<file path="config.mk">
export PLATFORM = sky130hd
export DESIGN_NAME = fetch_decode_buffer_flat
export DESIGN_NICKNAME = d
export VERILOG_FILES = /design/src/rtl/fetch_decode_buffer_pkg.sv /design/src/rtl/fetch_decode_buffer_if.sv /design/src/rtl/fetch_decode_buffer_ctrl.sv /design/src/rtl/fetch_decode_buffer.sv /design/src/flat_wrapper.sv
export SDC_FILE = /design/constraint.sdc
export NUM_CORES = 1
export LEC_CHECK = 0
export CORE_AREA = 2 2 217 219
export CTS_CLUSTER_DIAMETER = 150
export DETAILED_ROUTE_END_ITERATION = 6
export DIE_AREA = 0 0 219 221
export PLACE_DENSITY = 0.65
export SYNTH_ARGS = -nofsm -noshare
export SYNTH_HDL_FRONTEND = slang
export SYNTH_SLANG_ARGS = --single-unit
</file>
<file path="constraint.sdc">
create_clock -name clk -period 6.6 [get_ports clk]
set_clock_uncertainty 0.05 [all_clocks]
set_input_delay 1.32 -clock clk [delete_from_list [all_inputs] [get_ports clk]]
set_output_delay 1.32 -clock clk [all_outputs]
set_load 0.005 [all_outputs]
</file>
<file path="src/rtl/fetch_decode_buffer_pkg.sv">
// Shared fetch-side types: the buffered packet layout and default buffer depth.
package fetch_pkg;

    localparam int FETCH_SIZE      = 32;
    localparam int FETCH_BUF_DEPTH = 4;

    typedef struct packed {
        logic [FETCH_SIZE-1:0] instruction;
        logic [FETCH_SIZE-1:0] current_pc;
        logic [FETCH_SIZE-1:0] imm;
        logic [FETCH_SIZE-1:0] pc_save;
        logic                  branch_prediction;
    } fetch_packet_t;

endpackage

</file>
<file path="src/rtl/fetch_decode_buffer_if.sv">
// Fetch->decode handshake bundle; master is the fetch/decode environment, slave is the buffer.
interface fetch_decode_buffer_if #(
    parameter int size  = 32,
    parameter int DEPTH = 4
);
    logic                     valid_i;
    logic [size-1:0]          instruction_i;
    logic [size-1:0]          current_pc_i;
    logic [size-1:0]          imm_i;
    logic [size-1:0]          pc_save_i;
    logic                     branch_prediction_i;
    logic                     flush;
    logic                     ready_i;
    logic                     ready_o;
    logic                     buble_o;
    logic                     valid_o;
    logic [size-1:0]          instruction_o;
    logic [size-1:0]          current_pc_o;
    logic [size-1:0]          imm_o;
    logic [size-1:0]          pc_save_o;
    logic                     branch_prediction_o;
    logic [$clog2(DEPTH):0]   count_o;

    modport master (
        output valid_i, instruction_i, current_pc_i, imm_i, pc_save_i,
               branch_prediction_i, flush, ready_i,
        input  ready_o, buble_o, valid_o, instruction_o, current_pc_o, imm_o,
               pc_save_o, branch_prediction_o, count_o
    );

    modport slave (
        input  valid_i, instruction_i, current_pc_i, imm_i, pc_save_i,
               branch_prediction_i, flush, ready_i,
        output ready_o, buble_o, valid_o, instruction_o, current_pc_o, imm_o,
               pc_save_o, branch_prediction_o, count_o
    );

endinterface

</file>
<file path="src/rtl/fetch_decode_buffer_ctrl.sv">
// Pointer/occupancy control for the fetch buffer; handles flush and, with
// FETCH_BUF_BYPASS_EN defined, the empty-buffer bypass decision.
module fetch_buffer_ctrl #(
    parameter int DEPTH = 4,
    parameter int AW    = $clog2(DEPTH),
    parameter int CW    = $clog2(DEPTH) + 1
) (
    input  logic          clk,
    input  logic          reset,
    input  logic          flush_i,
    input  logic          valid_i,
    input  logic          ready_i,
`ifdef FETCH_BUF_BYPASS_EN
    output logic          bypass_o,
`endif
    output logic [AW-1:0] wptr_o,
    output logic [AW-1:0] rptr_o,
    output logic [CW-1:0] count_o,
    output logic          push_o,
    output logic          ready_o,
    output logic          valid_o
);

    logic [AW-1:0] wptr_q, wptr_d;
    logic [AW-1:0] rptr_q, rptr_d;
    logic [CW-1:0] count_q, count_d;
    logic          stored_vld;
    logic          push;
    logic          pop;

    assign stored_vld = (count_q != '0);
    assign ready_o    = (count_q < CW'(DEPTH));
    assign pop        = stored_vld && ready_i && !flush_i;

`ifdef FETCH_BUF_BYPASS_EN
    logic bypass;
    // A bypassed packet taken by decode in the same cycle never enters storage.
    assign bypass   = !stored_vld && valid_i && !flush_i && !reset;
    assign push     = valid_i && ready_o && !flush_i && !(bypass && ready_i);
    assign valid_o  = stored_vld || bypass;
    assign bypass_o = bypass;
`else
    assign push     = valid_i && ready_o && !flush_i;
    assign valid_o  = stored_vld;
`endif

    always_comb begin
        wptr_d  = wptr_q;
        rptr_d  = rptr_q;
        count_d = count_q;
        if (flush_i) begin
            wptr_d  = '0;
            rptr_d  = '0;
            count_d = '0;
        end else begin
            if (push) wptr_d = wptr_q + AW'(1);
            if (pop)  rptr_d = rptr_q + AW'(1);
            count_d = count_q + CW'(push) - CW'(pop);
        end
    end

    always_ff @(posedge clk or posedge reset) begin
        if (reset) begin
            wptr_q  <= '0;
            rptr_q  <= '0;
            count_q <= '0;
        end else begin
            wptr_q  <= wptr_d;
            rptr_q  <= rptr_d;
            count_q <= count_d;
        end
    end

    assign wptr_o  = wptr_q;
    assign rptr_o  = rptr_q;
    assign count_o = count_q;
    assign push_o  = push;

endmodule

</file>
<file path="src/rtl/fetch_decode_buffer.sv">
// Fetch-to-decode packet FIFO: packet storage and head-field muxing.
// Optional same-cycle empty bypass is enabled by defining FETCH_BUF_BYPASS_EN.
module fetch_decode_buffer
    import fetch_pkg::*;
#(
    parameter int size  = FETCH_SIZE,
    parameter int DEPTH = FETCH_BUF_DEPTH
) (
    input logic                  clk,
    input logic                  reset,
    fetch_decode_buffer_if.slave bus
);

    localparam int AW = $clog2(DEPTH);
    localparam int CW = AW + 1;

    logic [AW-1:0] wptr;
    logic [AW-1:0] rptr;
    logic [CW-1:0] count;
    logic          push;
    fetch_packet_t in_pkt;
    fetch_packet_t head;
    fetch_packet_t slots [DEPTH];

    always_comb begin
        in_pkt                   = '0;
        in_pkt.instruction       = FETCH_SIZE'(bus.instruction_i);
        in_pkt.current_pc        = FETCH_SIZE'(bus.current_pc_i);
        in_pkt.imm               = FETCH_SIZE'(bus.imm_i);
        in_pkt.pc_save           = FETCH_SIZE'(bus.pc_save_i);
        in_pkt.branch_prediction = bus.branch_prediction_i;
    end

`ifdef FETCH_BUF_BYPASS_EN
    logic bypass;
`endif

    fetch_buffer_ctrl #(.DEPTH(DEPTH), .AW(AW), .CW(CW)) u_ctrl (
        .clk      (clk),
        .reset    (reset),
        .flush_i  (bus.flush),
        .valid_i  (bus.valid_i),
        .ready_i  (bus.ready_i),
`ifdef FETCH_BUF_BYPASS_EN
        .bypass_o (bypass),
`endif
        .wptr_o   (wptr),
        .rptr_o   (rptr),
        .count_o  (count),
        .push_o   (push),
        .ready_o  (bus.ready_o),
        .valid_o  (bus.valid_o)
    );

    // Slot 0 is the head after reset, so only it is cleared; the rest stay unreset.
    for (genvar i = 0; i < DEPTH; i++) begin : g_slot
        fetch_packet_t slot_q;
        if (i == 0) begin : g_rst
            always_ff @(posedge clk or posedge reset) begin
                if (reset)                          slot_q <= '0;
                else if (push && wptr == AW'(i))    slot_q <= in_pkt;
            end
        end else begin : g_nrst
            always_ff @(posedge clk) begin
                if (push && wptr == AW'(i)) slot_q <= in_pkt;
            end
        end
        assign slots[i] = slot_q;
    end

    always_comb begin
        head = slots[rptr];
`ifdef FETCH_BUF_BYPASS_EN
        if (bypass) head = in_pkt;
`endif
    end

    assign bus.instruction_o       = size'(head.instruction);
    assign bus.current_pc_o        = size'(head.current_pc);
    assign bus.imm_o               = size'(head.imm);
    assign bus.pc_save_o           = size'(head.pc_save);
    assign bus.branch_prediction_o = head.branch_prediction;
    assign bus.buble_o             = !bus.ready_o;
    assign bus.count_o             = count;

endmodule

</file>
<file path="src/flat_wrapper.sv">
// flat-port wrapper written by rule: the top's interface ports become plain ports
module fetch_decode_buffer_flat import fetch_pkg::*;
#(
    parameter int size  = FETCH_SIZE,
    parameter int DEPTH = FETCH_BUF_DEPTH
)
  (clk, reset, bus_valid_i, bus_instruction_i, bus_current_pc_i, bus_imm_i, bus_pc_save_i, bus_branch_prediction_i, bus_flush, bus_ready_i, bus_ready_o, bus_buble_o, bus_valid_o, bus_instruction_o, bus_current_pc_o, bus_imm_o, bus_pc_save_o, bus_branch_prediction_o, bus_count_o);
  fetch_decode_buffer_if #(.size(size), .DEPTH(DEPTH)) bus_i ();
  input logic clk;
  input logic reset;
  input wire logic [$bits(bus_i.valid_i)-1:0] bus_valid_i;
  input wire logic [$bits(bus_i.instruction_i)-1:0] bus_instruction_i;
  input wire logic [$bits(bus_i.current_pc_i)-1:0] bus_current_pc_i;
  input wire logic [$bits(bus_i.imm_i)-1:0] bus_imm_i;
  input wire logic [$bits(bus_i.pc_save_i)-1:0] bus_pc_save_i;
  input wire logic [$bits(bus_i.branch_prediction_i)-1:0] bus_branch_prediction_i;
  input wire logic [$bits(bus_i.flush)-1:0] bus_flush;
  input wire logic [$bits(bus_i.ready_i)-1:0] bus_ready_i;
  output wire logic [$bits(bus_i.ready_o)-1:0] bus_ready_o;
  output wire logic [$bits(bus_i.buble_o)-1:0] bus_buble_o;
  output wire logic [$bits(bus_i.valid_o)-1:0] bus_valid_o;
  output wire logic [$bits(bus_i.instruction_o)-1:0] bus_instruction_o;
  output wire logic [$bits(bus_i.current_pc_o)-1:0] bus_current_pc_o;
  output wire logic [$bits(bus_i.imm_o)-1:0] bus_imm_o;
  output wire logic [$bits(bus_i.pc_save_o)-1:0] bus_pc_save_o;
  output wire logic [$bits(bus_i.branch_prediction_o)-1:0] bus_branch_prediction_o;
  output wire logic [$bits(bus_i.count_o)-1:0] bus_count_o;
  assign bus_i.valid_i = bus_valid_i;
  assign bus_i.instruction_i = bus_instruction_i;
  assign bus_i.current_pc_i = bus_current_pc_i;
  assign bus_i.imm_i = bus_imm_i;
  assign bus_i.pc_save_i = bus_pc_save_i;
  assign bus_i.branch_prediction_i = bus_branch_prediction_i;
  assign bus_i.flush = bus_flush;
  assign bus_i.ready_i = bus_ready_i;
  assign bus_ready_o = bus_i.ready_o;
  assign bus_buble_o = bus_i.buble_o;
  assign bus_valid_o = bus_i.valid_o;
  assign bus_instruction_o = bus_i.instruction_o;
  assign bus_current_pc_o = bus_i.current_pc_o;
  assign bus_imm_o = bus_i.imm_o;
  assign bus_pc_save_o = bus_i.pc_save_o;
  assign bus_branch_prediction_o = bus_i.branch_prediction_o;
  assign bus_count_o = bus_i.count_o;
  fetch_decode_buffer #(.size(size), .DEPTH(DEPTH)) u_core (.clk(clk), .reset(reset), .bus(bus_i));
endmodule
</file>
# Word-level counts from Yosys, hierarchy flattened
# Cells that the tools add are included.
# word_totals
regBits	523
in_bits	134
out_inout_bits	135
word_cells	55
# classes
n_addsub	4
order_cmp	2
n_eq_ne	3
n_mux	8
bitwise_logic	1
reduce_logical	14
# op_table
operator	n
129-bit binary-select mux with 2-bit select	1
129-bit two-way mux	2
1-bit logical AND	8
2-bit two-way mux	4
2-bit by 1-bit adder with 2-bit output, second input constant	2
2-bit equality test, second input constant	2
2-bit nonzero test	2
3-bit by 1-bit adder with 3-bit output	1
3-bit greater-or-equal comparator, second input constant	1
3-bit less-than comparator, second input constant	1
3-bit two-way mux	1
2-bit inverter with 3-bit output	1
3-bit nonzero test	1
3-bit by 1-bit subtractor with 3-bit output	1
2-bit by 1-bit equality test with 1-bit output, second input constant	1
1-bit logical NOT	2
2-bit logical NOT	1

# Logic depth before layout (Yosys ltp)
# logic_depth
word_depth	6
ltp_mapped	10
mapped_depth_nobuf	9

# Hierarchy
# From an unflattened synthesis, not the netlist that was laid out.
# unflattened
hier_cells	859
hier_area_um2	19991.7
# modules_own_cells
module	n_inst	cells_per_inst	area_each_um2	seq_area_each_um2
fetch_decode_buffer	1	823	19605.1	14849.2
fetch_buffer_ctrl	1	36	386.6	175.2

# Least setup slack after synthesis
# No wires, ideal clock.
# synth_path
path_kind	input to register
start	in bus_flush
end	reg u_core.g_slot[1].slot_q[0] (netlist bit) (enable)
setup_ns	0.504
arrival_ns	4.680
required_time_ns	6.046
path_slack_ns	1.366
cell_stages	3
path_buffers	1
path_cell_list	buf_6 -> nor3b_4 -> and2_1
# synth_via
elab_chain_cells	3
# synth_rtl
element	line	rtl
start, declared	flat_wrapper.sv:17	input wire logic [$bits(bus_i.flush)-1:0] bus_flush;
1-bit logical NOT	fetch_decode_buffer_ctrl.sv:43	assign push = valid_i && ready_o && !flush_i;
1-bit logical AND	fetch_decode_buffer_ctrl.sv:43	
1-bit logical AND	fetch_decode_buffer.sv:65	if (push && wptr == AW'(i)) slot_q <= in_pkt;
end signal, assigned	fetch_decode_buffer.sv:65	
end, declared	fetch_decode_buffer.sv:57	fetch_packet_t slot_q;
# No other way between the ends.
# A chain may end at the register's enable or synchronous reset.

# Worst setup path after layout
# layout_path
start	reg u_core.u_ctrl.rptr_q[0] (netlist: u_core.u_ctrl.rptr_o[0])
end	out bus_current_pc_o[7]
# layout_via
elab_chain_cells	4
# layout_rtl
element	line	rtl
start, declared	fetch_decode_buffer_ctrl.sv:25	logic [AW-1:0] rptr_q, rptr_d;
start signal, assigned	fetch_decode_buffer_ctrl.sv:69	rptr_q <= rptr_d;
2-bit inverter with 3-bit output (not written as such)	fetch_decode_buffer.sv:72	head = slots[rptr];
129-bit binary-select mux with 2-bit select	fetch_decode_buffer.sv:72	
129-bit two-way mux (not written as such) (2 in series)	fetch_decode_buffer.sv:72	
end, declared	flat_wrapper.sv:23	output wire logic [$bits(bus_i.current_pc_o)-1:0] bus_current_pc_o;
# No other way between the ends. The select of a mux whose other input is x is not followed.

==> metrics.cfg <==
[timing]
fin_ws_ps=1990
clock.fmax_ghz=0.217
worst_pin_slew_ps=991
slew_headroom_pct=34.0
slew_viol_final=0
period_needed_ps=4610
finalSetupViolCount=0
finalHoldWorstSlack_ps=435
hold_violations=0
rsz0062_at_grt=no
setup_tns_ps=0
period_share_pct=69.8

[worst_setup_path]
crit_type=flop to output port
critPathRequiredTime_ps=5230
critical_path.max_fanout=39
crit_start=u_core.u_ctrl.rptr_o[0]
crit_chain=buf_4, mux4_2, clkdlybuf4s50_1
worstSetupEndpointType=output port
crit_arrival_ps=3240
r2r-start=u_core.u_ctrl.count_o[2]
slowest_delay_ps=970
start_kind=flop
cp_slowest_cell=dfrtp_4

[final_layout]
design_area_um2=25300
nNetsFinal=1299
final_cell_count_no_fill=1809
drive_gt1_share_pct=28.5
final_util_pct=55.0
area_growth_pct=23.7

[logic_synthesis]
yosysWarnings=0
synth_cell_types=26
synth_top_area_share_pct=56.8
seq_area_frac_synth_pct=73.4
synth.cell_area_um2=20500
syn_area_per_cell_um2=23.7
synthTopCellsByArea=edfxtp_1 57%, dfrtp_1 17%, mux4_2 14%
synth_top_area_cell=edfxtp_1
synth_seq_cells=523
syn-instance-count=863
syn_nets=1004

[clock_tree]
clock_latency_ps=580
cts_hold_buf=0
ctsResizeCount=0
cts.sinks=523
cts_buffer_depth=3
htree_levels=2
clk_transition_reported_paths_ps=60
cts_made_buffers=53
cts_root_buf=clkbuf_16
cts_setup_buffers=0
cts_tree=built

[floorplan]
num_rows=79
dieArea_um2=48400
coreArea_um2=46100
ios=269
die_x_um=219
start_util_pct=44.4
die_h_um=221

[route]
drc_errors=0
ant_nets=0
vias=9457
finalWirelength_mm=41.5
routedWlPerCell_um=22.9
drtPass1Iterations=5
drtIter0Drc=583
avgViaCountPerCell=5.23

[global_routing]
grt-ovfl-total=0
grt_pass1_vias=10300
grt_start_max_net_pins=78
grt_pass1_wl_mm=63.4
antenna_found_initial=2
grt_usage_pct=17.4

[place]
place_area_um2=23700
port_buffers=268
dp.cells=1710
post-place-ws_ps=2410
dpl.hpwl_mm=24.3
gp_congestion=0.696

[power]
irDropWorstVdd_v=0.000253
power_density_nw_per_um2=412
p_leak_nw=8.69
power_mw=10.4

[min_path]
min_path_type=flop to flop
min-delay-start=u_core.g_slot[0].slot_q[92]

[status]
outcome=finished, final reports clean

[run]
cap_violations=0

## per-layer routing
metal  up-vias  track usage [%]  routed length [um]  share of wire (%)
met3        57             4.19                2430                5.8
met2       235             27.2               19900                 48
met5         -                0                  11              0.027
met4         2             4.93                 815                2.0
li1       4130                -                   -                  -
met1      5033             24.6               18300                 44
## critical path, delay by kind of cell, from the launching register on
kind                   cells  cell delay [ps]
flip-flops                 1              970
buffers and inverters      2             1030
multiplexers               1              590
## synth_stat cells
library cell  instances
edfxtp_1            387
dfrtp_1             136
mux4_2              129
mux2_4              100
mux2_2               19
buf_2                13
buf_12               11
buf_4                10
mux2_1               10
buf_1                 7
inv_1                 7
nor2_1                7
ha_1                  6
and2_1                3
buf_6                 3
xor2_1                3
nor2b_1               2
xnor2_1               2
and2_4                1
clkbuf_1              1
fa_1                  1
mux2i_1               1
nor3b_4               1
o311ai_0              1
o31ai_1               1
or3_1                 1
## cell type report
cell class | count | area [um^2]
inverters | 7 | 31.3
repair buffers | 285 | 2850
clock buffers | 85 | 1540
multi-input cells | 288 | 5000
fillers | 3548 | 20700
clock inverters | 11 | 103
diodes | 3 | 7.51
flip-flops and latches | 523 | 15000
well taps | 607 | 759
## worst paths after layout
check / to / slack, ps / cells after the start
setup / recovery: bus_current_pc_o[7] / 1990 / 3
setup reg to reg: u_core.g_slot[2].slot_q[14] / 3910 / 3
hold / removal: u_core.g_slot[0].slot_q[92] / 430 / 1
hold reg to reg: u_core.g_slot[0].slot_q[92] / 430 / 1
max in group asynchronous: u_core.g_slot[0].slot_q[45] / 4030 / 3
min in group asynchronous: u_core.g_slot[0].slot_q[33] / 1210 / 2
## sequential cells by signal, summed over array words and instances, names as in the netlist
signal	cells
u_core.g_slot.slot_q	516
u_core.u_ctrl.count_o	3
u_core.u_ctrl.rptr_o	2
u_core.u_ctrl.wptr_o	2
## cells by family after synthesis
group / after synthesis / synth area share, %
xor+xnor: 5 / 0.214
buf+inv: 52 / 2.20
fa+ha+maj: 7 / 0.465
simple gates: 15 / 0.446
flops: 523 / 73.4
compound gates: 2 / 0.0795
mux: 259 / 23.2
## layout by cell type (no fill, tap or decap), drive strengths merged
cell and n:
dfrtp 136, clkinvlp 1, xnor2 2, fa 1
buf 17, mux2i 1, and2 4, diode 3
nor2b 2, edfxtp 387, o311ai 1, nor3b 1
clkinv 8, clkdlybuf4s50 268, xor2 3, nor2 7
mux4 129, mux2 129, ha 6, or3 1
clkbuf 85, o31ai 1, bufinv 2, inv 7
## power by group
part	internal, mW	switching [mW]
Sequential	4.03	0.327
Clock	1.66	1.17
Combinational	2.22	1.02
Note: power is estimated with default switching activity, not from simulation.
==> variant 1 (config.mk and constraints unchanged) <==
Make the reset (`reset`) synchronous in 2 clocked blocks.
--- a/src/rtl/fetch_decode_buffer_ctrl.sv
+++ b/src/rtl/fetch_decode_buffer_ctrl.sv
@@ -59,7 +59,7 @@
         end
     end
 
-    always_ff @(posedge clk or posedge reset) begin
+    always_ff @(posedge clk) begin
         if (reset) begin
             wptr_q  <= '0;
             rptr_q  <= '0;
--- a/src/rtl/fetch_decode_buffer.sv
+++ b/src/rtl/fetch_decode_buffer.sv
@@ -56,7 +56,7 @@
     for (genvar i = 0; i < DEPTH; i++) begin : g_slot
         fetch_packet_t slot_q;
         if (i == 0) begin : g_rst
-            always_ff @(posedge clk or posedge reset) begin
+            always_ff @(posedge clk) begin
                 if (reset)                          slot_q <= '0;
                 else if (push && wptr == AW'(i))    slot_q <= in_pkt;
             end
Function: differs if reset is asserted again (counterexample within 4 cycles, from zero or initial values and one cycle with reset high); with reset held inactive, the same outputs for 4 cycles.
==> variant 1 against the unedited design <==
  * Design area shrank 3.0%
  * Register-to-register slack worse by 0.15 ns
  * Wire length increased by 6.7%
  * Area after synthesis is 3.9% lower
  * Setup slack improved by 0.10 ns
  * Highest routed layer unchanged
  * Sequential cell count did not move
Power is not compared: it rests on default switching activity, and its combinational part moved more than twofold at a synthesized area within 25%.
==> variant 1: results <==
{
  "status": "finished clean",
  "dp.cells": 1967,
  "final_nets": 1556,
  "grtUsageTotal_pct": 18.09,
  "fill_cells": 3737,
  "holdCritPathClass": "flip-flop to flip-flop",
  "slowest_stage": "dfxtp_4",
  "drt-met1-wl_um": 18850,
  "yosysSeqAreaShare_pct": 72.94,
  "yosys-top-cells-area": "edfxtp_1 59%, mux4_2 15%, dfxtp_1 14%",
  "rrSetupSlack_ns": 3.76,
  "drtIter0Drc": 731,
  "async_flop_share_pct": 0,
  "cp-startpoint": "u_core.u_ctrl.rptr_o[0]",
  "r2r_start": "u_core.u_ctrl.wptr_o[0]",
  "synthDistinctLibCells": 25,
  "drive_above_1_share_pct": 15.82,
  "inverters": 9,
  "cts_setup_buffers": 0,
  "cts_resized": 0,
  "p_leak_uw": 0.007881,
  "gr-usage-met2_pct": 28.59,
  "max_stage_delay_ns": 0.86,
  "clkbuf_count": 87,
  "grt_max_degree": 94,
  "antenna_found_initial": 7,
  "multi_input_area_share_pct": 19.59,
  "gp_congestion": 0.7296,
  "grt_util_met1_pct": 25.15,
  "max_slew_margin_pct": 28.87,
  "hpwl_um": 25070,
  "hp-start": "u_core.g_slot[0].slot_q[1]",
  "grt_pass1_wl_um": 66230,
  "wire_per_inst_um": 21.38,
  "grt_pass1_vias": 10958,
  "layout.nonclk_buf_share_pct": 11.62,
  "reg2reg_to": "u_core.g_slot[0].slot_q[54]",
  "sh_seq_area_pct": 58.45,
  "met2_length_um": 21470,
  "via_per_inst": 5.205,
  "multi_input_cells": 547,
  "yosys-top-cells-count": "387 x edfxtp_1, 258 x nand2_1, 136 x dfxtp_1, 129 x a21oi_1, 129 x mux4_2",
  "finalWirelength_um": 44240,
  "met3WireLength_um": 3105,
  "grt_util_met3_pct": 4.701,
  "syn_inst": 1153,
  "buffers": 281,
  "synthesis.nets": 1294,
  "crit_end": "bus_current_pc_o[27]",
  "clk_share_pct": 7.093,
  "cp.arrival_ns": 3.13
}
==> variant 1: logic make-up (layout without fill, tap and decap cells) <==
| kind of cell | count (synthesis) | in the layout | share of synthesized area [%] |
|---|---|---|---|
| DFF | 523 | 523 | 72.94 |
| adders and majority gates | 7 | 7 | 0.4835 |
| and+or+nand+nor | 274 | 274 | 5.440 |
| xor gates and xnor gates | 5 | 5 | 0.2227 |
| other | 0 | 2 | 0 |
| muxes | 130 | 130 | 14.82 |
| buffers and inverters | 83 | 390 | 2.729 |
| AOI/OAI and AO/OA | 131 | 131 | 3.366 |
==> variant 1: stage by stage <==
step | setup slack, ns | power (uW) | hold WS, ns | util (%) | instance area (um2)
6_report | 2.097 | 6977 | 0.4009 | 53.31 | 24550
3_5_place_dp | 2.428 | 4104 | 0.3967 | 49.51 | 22810
5_1_grt | 1.836 | 7216 | 0.4196 | 53.29 | 24550
3_3_place_gp | 2.453 | 4094 | 0.3883 | 49.51 | 22810
4_1_cts | 1.942 | 7058 | 0.4050 | 53.29 | 24550
2_1_floorplan | 1.396 | 3844 | 0.3834 | - | 19670
==> variant 1: power breakdown <==
part	total (uW)	internal, uW	switching [uW]	leakage, uW
clock network	2950	1750	1200	0.000858
registers	3600	3570	24.3	0.00459
logic	429	235	194	0.00243
==> variant 1: worst min-delay path by stage <==
| stage | to | slack (ns) | cells after the start |
|---|---|---|---|
| after floorplan | u_core.g_slot[0].slot_q[0] | 0.38 | 2 |
| after global placement | u_core.g_slot[0].slot_q[52] | 0.39 | 2 |
| after detailed placement | u_core.g_slot[0].slot_q[112] | 0.40 | 2 |
| after CTS | u_core.g_slot[0].slot_q[112] | 0.41 | 2 |
| after global routing | u_core.g_slot[0].slot_q[10] | 0.42 | 2 |
| final | u_core.g_slot[0].slot_q[1] | 0.40 | 2 |
==> variant 2 (config.mk and constraints unchanged) <==
Made on the original files. Add a define of `FETCH_BUF_BYPASS_EN`.
--- a/src/rtl/fetch_decode_buffer_ctrl.sv
+++ b/src/rtl/fetch_decode_buffer_ctrl.sv
@@ -1,5 +1,7 @@
 // Pointer/occupancy control for the fetch buffer; handles flush and, with
 // FETCH_BUF_BYPASS_EN defined, the empty-buffer bypass decision.
+`define FETCH_BUF_BYPASS_EN
+
 module fetch_buffer_ctrl #(
     parameter int DEPTH = 4,
     parameter int AW    = $clog2(DEPTH),
Behaviour: not the same (a bounded check fails within 4 cycles, from zero or initial values and one cycle with reset high).
==> variant 2 against the unedited design <==
  * Total power up 6.5%
  * Die area unchanged
  * Setup slack worse by 0.62 ns
  * Area after synthesis up 5.9%
  * Cell count up 7.5%
  * Sequential cell count unchanged
  * Sequential share of layout area down 2.9 points
  * Wire length up 8.4%
  * Clock power up 3%
  * Design area up 5.1%
  * Synthesized cell count up 17%
  * Critical path type is now input pin to primary output
  * Largest cell class unchanged
==> variant 2: results <==
{
  "cts_max_path_buffers": 3,
  "grt_util_met1_pct": 27.51,
  "place_area_um2": 24900,
  "multi_input_cells": 421,
  "synth_warnings": 0,
  "syn_avg_cell_area_um2": 21.47,
  "via_per_inst": 5.502,
  "antennaDiodeCount": 1,
  "clkbuf_count": 82,
  "multi_input_area_um2": 6165,
  "fin_util_pct": 57.78,
  "finalWirelength_um": 44940,
  "muxShareOfSynthArea_pct": 27.02,
  "drtIter0Drc": 661,
  "clk_share_pct": 6.445,
  "fill_cells": 3478,
  "grt_util_met3_pct": 3.533,
  "p_leak_uw": 0.009115,
  "gr-usage-met2_pct": 29.61,
  "cp_max_fo": 110,
  "synthesis.nets": 1151,
  "hpwl_um": 25880,
  "drt-met1-wl_um": 20240,
  "buffers": 285,
  "met3WireLength_um": 2544,
  "grt_pass1_wl_um": 69090,
  "dp.cells": 1843,
  "yosys-top-cells-area": "edfxtp_1 54%, dfrtp_1 16%, mux4_2 13%",
  "wire_per_inst_um": 23.11,
  "grtUsageTotal_pct": 18.88,
  "drive_above_1_share_pct": 36.80,
  "yosys-top-cells-count": "387 x edfxtp_1, 247 x mux2_2, 136 x dfrtp_1, 129 x mux4_2, 20 x buf_2",
  "design.seq.count": 523,
  "h-tree-depth": 2,
  "synthDistinctLibCells": 33,
  "layout.nonclk_buf_share_pct": 10.94,
  "final_nets": 1433,
  "yosysSeqAreaShare_pct": 69.29,
  "grt_pass1_vias": 11514,
  "gp_congestion": 0.7114,
  "worst_slew_pin_slew_ns": 1.009,
  "sh_seq_area_pct": 56.48,
  "irDropWorstVdd_uv": 239.1,
  "tap_cells": 607,
  "met2_length_um": 21420,
  "grt_max_degree": 137,
  "highest_layer": "met5",
  "synth_xor_area_share_pct": 0.1616,
  "drtPass1Iterations": 4,
  "status": "finished clean",
  "async_flop_share_pct": 26.00,
  "cts_made_buffers": 54,
  "cts_setup_buffers": 0,
  "synth_top_area_share_pct": 53.60,
  "yosys.area_share.adder_pct": 0.4386,
  "synth_compound_area_share_pct": 0.1673
}
## variant 2: critical path: stages
cell and delay [ns]:
clkdlybuf4s50_1 0.71, nand2b_1 0.17, nand3b_1 0.17, buf_12 0.49, mux2_2 0.44, clkdlybuf4s50_1 0.48
## variant 2: final timing paths
kind | startpoint | slack [ns] | cells past startpoint | end
max | bus_flush | 1.38 | 6 | bus_pc_save_o[1]
min | u_core.g_slot[0].slot_q[112] | 0.45 | 1 | u_core.g_slot[0].slot_q[112]
max reg2reg | u_core.u_ctrl.count_o[2] | 3.94 | 3 | u_core.g_slot[2].slot_q[47]
min reg2reg | u_core.g_slot[0].slot_q[112] | 0.45 | 1 | u_core.g_slot[0].slot_q[112]
max in group asynchronous | reset | 4.37 | 3 | u_core.g_slot[0].slot_q[64]
min in group asynchronous | reset | 1.34 | 3 | u_core.g_slot[0].slot_q[109]
## variant 2: power breakdown
group	internal [uW]	switching, uW	total, uW
sequential	4030	287	4320
clock	1710	1210	2920
combinational	2600	1270	3870
